==> config.mk <==
export PLATFORM = sky130hd
export DESIGN_NAME = mult_sequencer
export DESIGN_NICKNAME = d
export VERILOG_FILES = /design/src/rtl/mult_sequencer.sv
export SDC_FILE = /design/constraint.sdc
export NUM_CORES = 1
export LEC_CHECK = 0
export CORE_UTILIZATION = 48
export DETAILED_ROUTE_END_ITERATION = 7
export GPL_ROUTABILITY_DRIVEN = 0
export GPL_TIMING_DRIVEN = 0
export PLACE_DENSITY = 0.85
export REMOVE_ABC_BUFFERS = 1
export SYNTH_ARGS = -nofsm -noshare
export SYNTH_HDL_FRONTEND = slang
export SYNTH_SLANG_ARGS = --single-unit
==> constraint.sdc <==
create_clock -name clk -period 3.1 [get_ports clk]
set_input_delay 0.465 -clock clk [delete_from_list [all_inputs] [get_ports clk]]
set_output_delay 0.465 -clock clk [all_outputs]
set_load 0.02 [all_outputs]
==> src/rtl/mult_sequencer.sv <==
// mult_sequencer: issuing-side driver for the 8x8 shift-add multiplier controller.
//
// It accepts an operand pair on a valid/ready request port and holds the operands on the
// datapath inputs. It then issues a one-cycle start pulse followed by the count sequence
// 00,01,10,11 and waits for done. The product is returned on a valid/ready response port.
// If the controller reports ERR, or done does not arrive in time, the run is retried up to
// MAX_RETRY times before an error response is returned.
//
// Optional build macro: MULT_SEQ_ZERO_BYPASS_EN. When it is defined, a request with a zero
// operand is answered directly with product 0, and the controller is never started.
//
// Ports:
//   clk, reset_a                    clock; asynchronous active-low reset
//   req_valid/req_ready/req_a/req_b request handshake and operands
//   op_a, op_b                      registered operands to the datapath
//   mult_start, mult_count          registered start/count to the controller
//   mult_done, mult_state           done and state_out from the controller (3'b101 = ERR)
//   mult_product                    accumulator output of the datapath
//   rsp_valid/rsp_ready             response handshake
//   rsp_product, rsp_err            result and failure flag
//   busy                            high in every state except idle
module mult_sequencer #(
  parameter int unsigned MAX_RETRY    = 2,
  parameter int unsigned DONE_TIMEOUT = 4
) (
  input  logic        clk,
  input  logic        reset_a,
  input  logic        req_valid,
  output logic        req_ready,
  input  logic [7:0]  req_a,
  input  logic [7:0]  req_b,
  output logic [7:0]  op_a,
  output logic [7:0]  op_b,
  output logic        mult_start,
  output logic [1:0]  mult_count,
  input  logic        mult_done,
  input  logic [2:0]  mult_state,
  input  logic [15:0] mult_product,
  output logic        rsp_valid,
  input  logic        rsp_ready,
  output logic [15:0] rsp_product,
  output logic        rsp_err,
  output logic        busy
);

  typedef enum logic [2:0] {StIdle, StLoad, StStep, StWaitDone, StResp} state_e;

  localparam logic [2:0] ErrState = 3'b101;
  localparam logic [2:0] MaxRetry = 3'(MAX_RETRY);
  localparam logic [3:0] TmoLast  = 4'(DONE_TIMEOUT - 1);

  state_e      state_q, state_d;
  logic [1:0]  step_q, step_d;
  logic [2:0]  retry_q, retry_d;
  logic [3:0]  tmo_q, tmo_d;
  logic [7:0]  op_a_q, op_a_d;
  logic [7:0]  op_b_q, op_b_d;
  logic        start_q, start_d;
  logic [1:0]  count_q, count_d;
  logic [15:0] product_q, product_d;
  logic        err_q, err_d;
  logic        run_fail;
  logic        zero_bypass;
  logic        ctl_err;

  assign ctl_err = (mult_state == ErrState);

`ifdef MULT_SEQ_ZERO_BYPASS_EN
  assign zero_bypass = (req_a == 8'h00) || (req_b == 8'h00);
`else
  assign zero_bypass = 1'b0;
`endif

  always_comb begin
    state_d   = state_q;
    step_d    = step_q;
    retry_d   = retry_q;
    tmo_d     = tmo_q;
    op_a_d    = op_a_q;
    op_b_d    = op_b_q;
    start_d   = 1'b0;
    count_d   = count_q;
    product_d = product_q;
    err_d     = err_q;
    run_fail  = 1'b0;

    unique case (state_q)
      StIdle: begin
        if (req_valid) begin
          op_a_d  = req_a;
          op_b_d  = req_b;
          retry_d = 3'd0;
          if (zero_bypass) begin
            state_d   = StResp;
            product_d = 16'h0000;
            err_d     = 1'b0;
          end else begin
            // Start/count are registered, so they are set here to be visible during LOAD.
            state_d = StLoad;
            start_d = 1'b1;
            count_d = 2'b00;
          end
        end
      end
      StLoad: begin
        state_d = StStep;
        step_d  = 2'd0;
        count_d = 2'b00;
      end
      StStep: begin
        if (ctl_err) begin
          run_fail = 1'b1;
        end else if (step_q == 2'd3) begin
          state_d = StWaitDone;
          tmo_d   = 4'd0;
        end else begin
          step_d  = step_q + 2'd1;
          count_d = step_q + 2'd1;
        end
      end
      StWaitDone: begin
        // Done takes priority over a simultaneous ERR.
        if (mult_done) begin
          state_d   = StResp;
          product_d = mult_product;
          err_d     = 1'b0;
        end else if (ctl_err || (tmo_q == TmoLast)) begin
          run_fail = 1'b1;
        end else begin
          tmo_d = tmo_q + 4'd1;
        end
      end
      StResp: begin
        if (rsp_ready) begin
          state_d = StIdle;
        end
      end
      default: begin
        state_d = StIdle;
      end
    endcase

    if (run_fail) begin
      if (retry_q < MaxRetry) begin
        // A fresh start pulse also pulls the controller out of ERR.
        retry_d = retry_q + 3'd1;
        state_d = StLoad;
        start_d = 1'b1;
        count_d = 2'b00;
      end else begin
        state_d   = StResp;
        product_d = 16'h0000;
        err_d     = 1'b1;
      end
    end
  end

  always_ff @(posedge clk or negedge reset_a) begin
    if (!reset_a) begin
      state_q   <= StIdle;
      step_q    <= 2'd0;
      retry_q   <= 3'd0;
      tmo_q     <= 4'd0;
      op_a_q    <= 8'h00;
      op_b_q    <= 8'h00;
      start_q   <= 1'b0;
      count_q   <= 2'b00;
      product_q <= 16'h0000;
      err_q     <= 1'b0;
    end else begin
      state_q   <= state_d;
      step_q    <= step_d;
      retry_q   <= retry_d;
      tmo_q     <= tmo_d;
      op_a_q    <= op_a_d;
      op_b_q    <= op_b_d;
      start_q   <= start_d;
      count_q   <= count_d;
      product_q <= product_d;
      err_q     <= err_d;
    end
  end

  assign req_ready   = (state_q == StIdle);
  assign busy        = (state_q != StIdle);
  assign rsp_valid   = (state_q == StResp);
  assign op_a        = op_a_q;
  assign op_b        = op_b_q;
  assign mult_start  = start_q;
  assign mult_count  = count_q;
  assign rsp_product = product_q;
  assign rsp_err     = err_q;

endmodule

Word level (Yosys, flattened, before mapping). Cells that the tools add are included.

Logic and storage cells: 82. Flip-flop bits (word level): 48. Output and inout bits: 39. Input bits: 40.

Mux-type cells: 42. Magnitude comparators: 1. Reduce and logical (&&, ||, !) cells: 9. Add/sub/neg operators: 3. Equality and inequality tests: 17.

Operator list (count): 2-to-1 mux 16 bit (4); 2-to-1 mux 3 bit (11); 2-to-1 mux 4 bit (4); case mux 3 bit (5 select lines) (1); 2-to-1 mux 2 bit (7); 2-to-1 mux 1 bit (11); inequality test 2 bit (second input constant) (5); AND reduction 5 bit (2); inequality test 3 bit (second input constant) (3); case mux 4 bit (2 select lines) (1); equality test 3 x 2 -> 1 bit (second input constant) (2); equality test 3 bit (second input constant) (2); case mux 2 bit (3 select lines) (1); adder 4 x 1 -> 4 bit (second input constant) (1); equality test 4 x 2 -> 1 bit (second input constant) (1); case mux 2 bit (2 select lines) (1); nonzero test 2 bit (2); adder 3 x 1 -> 3 bit (second input constant) (1); equality test 3 x 1 -> 1 bit (second input constant) (1); logical NOT 3 bit (1); < comparator 3 x 2 -> 1 bit (second input constant) (1); inequality test 3 x 1 -> 1 bit (second input constant) (1); inequality test 3 x 2 -> 1 bit (second input constant) (1); AND reduction 3 bit (1); 6 further kinds (6).

Longest topological paths before layout. Gate-level depths: netlist of run 1.

Depth in word-level cells: 7. Gate-level depth with buffers: 7. Depth with buffers taken out: 5.

Worst setup path after synthesis of run 1. OpenSTA, ideal clock, no wires.

Path type: flip-flop to flip-flop. Start point: register state_q[1]. End point: register op_a_q[0] (netlist: op_a[0]). Arrival: 1.516 ns. Library setup time: 0.116 ns. Stages on the path, launching flop included: 7. Clock period less this slack: 1.633 ns. Buffers on the path: 2. Data required time: 2.984 ns. Path slack: 1.467 ns. Cells stage by stage: dfrtp_1 buf_4 nor3_2 nand2_1 buf_2 nand2_1 nand2_1.

Longest elaborated chain between the ends: 2.

Ends and longest elaborated chain: from (decl) (RTL line 52) `state_e state_q, state_d;`; from (signal assigned) (RTL line 160) `state_q <= StIdle;`; from (signal assigned) (RTL line 171) `state_q <= state_d;`; logical NOT 3 bit; named net req_ready (RTL line 29) `output logic req_ready,`; AND reduction 2 bit (no line); to (signal assigned) (RTL line 175) `op_a_q <= op_a_d;`; to (decl) (RTL line 56) `logic [7:0] op_a_q, op_a_d;`.

The timed path passes the listed nets, and every way through them passes these cells. A chain may end at the register's enable or synchronous reset.

Worst setup path after layout of run 1.
Start point: register state_q[0]. End point: output req_ready.

Longest elaborated chain between the ends: 1.

Ends and longest elaborated chain: logical NOT 3 bit (RTL line 184) `assign req_ready = (state_q == StIdle);`; to (decl) (RTL line 29).

No other way between the ends.

==> key figures, run 1 <==
Logic synthesis
  • Synth area leader: dfrtp_1
  • Post-synthesis cell count: around 220
  • Ys flop type: dfrtp_1
  • Async SR Flop Fraction: 100%
  • Synthesis Warnings: 0
  • Sequential fraction of the synthesis area: a little over half
  • Synth cell types: between 40 and 50
  • Avg Synthesized Cell Area: 9.85 um2
  • Top cell type's share of synthesized area: around 55%
  • Synth Cell Area: 2190 um2
  • Synth Register Bits: between 40 and 50
  • EDFF count, synth: 0
  • Top post-synthesis cells by area: dfrtp_1, nand2_1, a21oi_1

STA
  • WHS: around 33 ps
  • Fin worst setup slack: between 800 and 900 ps
  • Final setup violation count: 0
  • Setup tns final: 0 ps
  • RSZ-0062 raised after global routing: false
  • Slew headroom: a little under three fifths
  • Worst slew pin tran: 660 ps
  • Fmax: around 440 MHz
  • Worst Skew: 4.65 ps
  • Count of pins over their slew limit: 0
  • Tcrit/Tclk final: around three quarters
  • Final hold violations: 0
  • Fin crit period: approximately 2300 ps

Floorplanning
  • Die area: 4830 um2
  • Die span in x: a little under 70 um
  • Boundary Pins: 79
  • Die outline height: around 70 um
  • Standard-cell row count: 24
  • Initial core utilization: between 50% and 60%
  • Core area: approximately 4400 um2

Pwr
  • Lkg Pwr: roughly 1.4 nW
  • Power density cells: between 900 and 1000 nW/um2
  • Peak VDD IR: between 0.5 and 0.6 mV

Clock network
  • CTS max path bufs: 2
  • Inserted Clock Buffers: 5
  • Setup Fix Bufs, Post-CTS: 0
  • Post-CTS Hold Fix Bufs: 0
  • H-tree level count: 2
  • Clock-pin transition on the worst setup and hold timing paths: 80 ps
  • CTS tree: yes
  • Root buffer cell: clkbuf_8
  • Post-cts sizing count: 0
  • Clock Latency Late Sink: around 300 ps
  • Clock sinks: 48

Worst setup path
  • CP Cell Sequence: nor3_2, clkdlybuf4s50_1
  • CP startpoint: state_q[0]$_DFFE_PN0P_
  • Arrival time worst endpoint: around 1800 ps
  • Setup crit start kind: flip-flop
  • Worst R2R Path Depth: 3
  • Worst Path Max Fanout: 15
  • WP data required: 2630 ps
  • Slowest CP cell: clkdlybuf4s50_1
  • Crit path capture type: primary output
  • Origin of the critical flop-to-flop path: state_q[0]$_DFFE_PN0P_
  • CP Class: flip-flop to primary output
  • CP max stage delay: between 600 and 700 ps

Place
  • Placed inst area: around 3000 um2
  • IO Port Bufs: slightly below 80
  • Place WS: between 800 and 900 ps
  • Dpl hpwl: roughly 3.5 mm
  • Cells after DPL: between 300 and 400

Layout
  • Most frequent cells in the layout: nand2_1, clkdlybuf4s50_1, dfrtp_1
  • Layout cells sized above 1: 6.40%
  • Ant diodes: 0
  • Design area: ~3000 um2
  • # nets final: between 300 and 400
  • Non-filler cells, final: about 350
  • Most common cell after layout, fill and taps aside: nand2_1
  • # fillers: roughly 330
  • Syn-to-layout area delta: 39.9%

Detailed routing
  • Via count: around 1,800
  • Metal-1 WL: between 2 and 2.5 mm
  • Initial DRC count: 66
  • DR vias/cell: between 5 and 6
  • Wire length per cell: 13.8 um
  • Post-route DRC: 0
  • Final wirelength: slightly below 5 mm
  • Highest Signal Layer: met4
  • DR WL met2: ~2.4 mm
  • Post-DRT Antenna Nets: 0
  • Met3 WL: 321 um
  • DR pass1 iterations: 4

Global routing
  • First-pass GRT wire length: a little over 8 mm
  • Gr ovfl total: 0
  • Initial antenna violation count: 0
  • Largest net degree at the start of global routing: 38
  • Vias in the first global route: about 1,800
  • GRT Overall Usage: between 20% and 30%

Worst hold path
  • Hold Crit Class: primary input to async pin

Run status
  • Outcome: finished clean

Job
  • Max cap viols: 0
==> worst max-delay path: cells and delay by family, from the launching register on <==
family                 cells  cell delay (ps)
buffers and inverters      1              660
DFF                        1              540
and+or+nand+nor            1              320
==> routing by layer <==
metal | vias up | GRT usage (%)
li1 | 887 | -
met1 | 869 | 27.1
met2 | 54 | 34.7
met3 | 5 | 7.56
met4 | 0 | 6.12
met5 | - | 0
==> power by group <==
group / switching [mW] / internal, mW / leakage [nW]
logic: 0.744 / 0.687 / 0.761
clock network: 0.201 / 0.153 / 0.0400
registers: 0.190 / 0.886 / 0.611
==> final timing paths <==
check	end	slack [ps]
worst max-delay path	req_ready	810
worst min-delay path	op_a[7]$_DFFE_PN0P_	30
worst max register to register	retry_q[2]$_DFF_PN0_	1300
worst min register to register	op_a[3]$_DFFE_PN0P_	480
max in group asynchronous	rsp_product[5]$_DFF_PN0_	2590
min in group clk	op_a[3]$_DFFE_PN0P_	480
==> final cells by class <==
type / instances / area, um2 / share of cell area [%]
well taps: 52 / 65.1 / 2.13
multi-input cells: 158 / 898 / 29.4
repair buffers: 79 / 796 / 26.0
clock buffers: 5 / 68.8 / 2.25
clock inverters: 2 / 12.5 / 0.409
flip-flops and latches: 48 / 1200 / 39.2
inverters: 5 / 18.8 / 0.613
==> registers in the layout (all words and copies together) (netlist names) <==
| signal | count |
|---|---|
| retry_q | 3 |
| tmo_q | 4 |
| state_q | 3 |
| rsp_product | 16 |
| step_q | 2 |
| op_a | 8 |
| rsp_err | 1 |
| mult_count | 2 |
| op_b | 8 |
| mult_start | 1 |
==> synthesized netlist by cell type, types with 3 or more instances <==
| library cell | instances |
|---|---|
| nand2_1 | 82 |
| dfrtp_1 | 48 |
| a21oi_1 | 19 |
| buf_2 | 7 |
| inv_1 | 5 |
| mux2i_1 | 5 |
| nor2_1 | 4 |
| a22o_1 | 3 |
| and2_1 | 3 |
| buf_4 | 3 |
| ha_1 | 3 |
| o21ai_0 | 3 |
==> metrics by stage <==
stage | util (%) | total power, mW
after floorplan | - | 1.86
after global placement | 68.1 | 2.47
after detailed placement | 68.4 | 2.53
after CTS | 70.3 | 2.89
after global routing | 70.3 | 3.06
final | 70.3 | 2.86
==> cell families after synthesis <==
group | count (synthesis) | share of synthesized area (%)
compound gates | 38 | 11.3
fa+ha+maj | 3 | 1.72
buf+inv | 16 | 4.00
flops | 48 | 54.9
mux | 6 | 2.97
simple gates | 111 | 25.1
(Power assumes the default switching activity.)
==> inputs of run 2 (changes only) <==
CORE_UTILIZATION = 44   (was 48)
PLACE_DENSITY = 0.79   (was 0.85)
clock period = 2.2 ns   (was 3.1 ns; I/O delays follow)
==> key figures, run 2 (synthesized netlist as in run 1, its figures left out) <==
Detailed routing
  • Post-route DRC: 0 (unchanged)
  • DR vias/cell: 4.95 (-4.8%)
  • DR pass1 iterations: 4 (unchanged)
  • Post-DRT Antenna Nets: 0 (unchanged)
  • Via count: 1,808 (-0.39%)
  • Initial DRC count: 55 (-17%)
  • Final wirelength: 4.67 mm (-2.8%)
  • Wire length per cell: 12.8 um (-7.0%)

Run status
  • Outcome: finished clean

Floorplanning
  • Initial core utilization: 46.0% (-4.2 points)
  • Standard-cell row count: 25 (+4.2%)
  • Die span in x: 72.5 um (+4.3%)
  • Core area: 4750 um2 (+9.2%)
  • Die outline height: 72.5 um (+4.3%)
  • Boundary Pins: 79 (unchanged)
  • Die area: 5260 um2 (+8.8%)

STA
  • Fmax: between 400 and 500 MHz
  • Count of pins over their slew limit: 0 (unchanged)
  • RSZ-0062 raised after global routing: false
  • Worst Skew: 5.74 ps (+1.08 ps)
  • Worst slew pin tran: 648 ps (-11.9 ps)
  • Final hold violations: 0 (unchanged)
  • Slew headroom: 56.7% (+0.80 points)
  • WHS: 448 ps (+415 ps)
  • Final setup violation count: 0 (unchanged)
  • Tcrit/Tclk final: between 90 and 100%
  • Fin crit period: 2090 ps
  • Setup tns final: 0 ps (unchanged)

Worst hold path
  • Hold Crit Class: primary input to async pin

Clock network
  • Clock-pin transition on the worst setup and hold timing paths: 90 ps (about the same)
  • Clock Latency Late Sink: 300 ps (about the same)
  • CTS tree: yes
  • CTS max path bufs: 2 (unchanged)
  • Clock sinks: 48 (unchanged)
  • Inserted Clock Buffers: 5 (unchanged)
  • Root buffer cell: clkbuf_8
  • H-tree level count: 2 (unchanged)

Layout
  • Max reg flops: 16 (unchanged)
  • Layout cells sized above 1: 7.05% (+0.65 points)
  • Syn-to-layout area delta: 43.8%
  • # nets final: 341 (+0.29%)
  • # fillers: 394 (+18%)
  • Ant diodes: 0 (unchanged)
  • FF+latch area: 1200 um2 (+0.21%)
  • Multi-input gate area: 905 um2 (+0.70%)
  • Most frequent cells in the layout: nand2_1, clkdlybuf4s50_1, dfrtp_1
  • Most common cell after layout, fill and taps aside: nand2_1

Pwr
  • Internal: 2.68 mW (+55%)
  • Sw frac: 37.2% (-2.5 points)
  • Clock power frac: 17.1% (+4.7 points)
  • Total power: 4.26 mW (+49%)
  • Switch Pwr: 1.58 mW (+40%)
  • Peak VDD IR: 0.933 mV (+60%)
  • Power density cells: 1350 nW/um2 (+45%)
  • Flop pwr share: 35.8% (-1.8 points)
  • Lkg Pwr: 1.44 nW (+2.0%)
  • Combinational power share: 47.1% (-2.9 points)

Worst setup path
  • Slowest CP cell: clkdlybuf4s50_1
  • CP Class: flip-flop to primary output
  • Origin of the critical flop-to-flop path: tmo_q[0]$_DFFE_PN0P_
  • Crit path capture type: primary output
  • Setup crit start kind: flip-flop
  • CP startpoint: state_q[0]$_DFFE_PN0P_
  • Worst R2R Path Depth: 5 (+2)
  • Worst Path Max Fanout: 15 (unchanged)
  • Reg2reg setup slack: 460 ps (-840 ps)
  • Reg-to-reg endpoint: state_q[0]$_DFFE_PN0P_
  • WP data required: 1870 ps (-760 ps)
  • Arrival time worst endpoint: 1760 ps (-60 ps)
  • CP max stage delay: 610 ps (-50 ps)
  • CP Cell Sequence: nor2_1, and2_1, clkdlybuf4s50_1

Global routing
  • Gr ovfl total: 0 (unchanged)
  • Vias in the first global route: 1,746 (-4.3%)
  • GRT Overall Usage: 18.9% (-2.5 points)
  • Largest net degree at the start of global routing: 39 (+2.6%)
  • Initial antenna violation count: 0 (unchanged)
  • First-pass GRT wire length: 7.80 mm (-3.3%)

Place
  • IO Port Bufs: 78 (unchanged)
  • Dpl hpwl: 3.23 mm (-6.9%)

Job
  • Max cap viols: 0 (unchanged)
-- run 2: cell count changes in the layout (fill, tap and decap cells not counted), sizes merged --
cell | previous run | this run
bufinv | 0 | 2
clkinv | 1 | 0
clkinvlp | 1 | 0
dlygate4sd3 | 0 | 1
-- run 2: worst max path at each step --
stage	end	slack, ps
CTS	req_ready	20
global placement	state_q[1]$_DFFE_PN0P_	-540
detailed placement	state_q[0]$_DFFE_PN0P_	140
finish	rsp_valid	110
floorplan	retry_q[1]$_DFF_PN0_	460
global route	rsp_valid	40
-- run 2: final cells by class --
class / count / area share [%]
well taps: 67 / 2.67
flip-flops and latches: 48 / 38.3
multi-input cells: 158 / 28.8
repair buffers: 80 / 25.6
clock inverters: 2 / 1.91
inverters: 5 / 0.597
clock buffers: 5 / 2.19
-- run 2: critical path: cells and delay by family, from the launching register on --
| kind | cells | cell delay [ps] |
|---|---|---|
| and+or+nand+nor | 2 | 330 |
| DFF | 1 | 520 |
| buffers and inverters | 1 | 610 |
-- run 2: routing by layer --
layer	track usage, %	share of wire (%)	up-vias
met1	25.3	46	866
met5	0	0	-
met2	31.0	47	52
met3	4.44	5.5	2
li1	-	-	888
met4	4.58	0.58	0
-- run 2: timing repair --
action,CTS,global route
setup endpoints to repair,0,3
hold endpoints to repair,10,0
buffers inserted,0,0
hold buffers,1,0
resized for setup,0,3
-- run 2: metrics by stage --
stage / setup WS, ps / utilization, % / instance area [um2] / std cells
2_1_floorplan: 463 / - / 2120 / 211
3_3_place_gp: -541 / 62.7 / 2980 / 356
3_5_place_dp: 138 / 63.1 / 3000 / 357
4_1_cts: 17.5 / 66.0 / 3140 / 365
5_1_grt: 35.4 / 66.2 / 3150 / 365
6_report: 110 / 66.2 / 3150 / 365
-- run 2: power by group through the flow --
stage | registers (mW) | clock network, mW | logic (mW)
detailed placement | 1.53 | 0 | 2.01
global route | 1.58 | 0.782 | 2.18
finish | 1.52 | 0.730 | 2.01
CTS | 1.51 | 0.747 | 2.02
floorplan | 1.86 | 0 | 0.767
global placement | 1.52 | 0 | 1.97
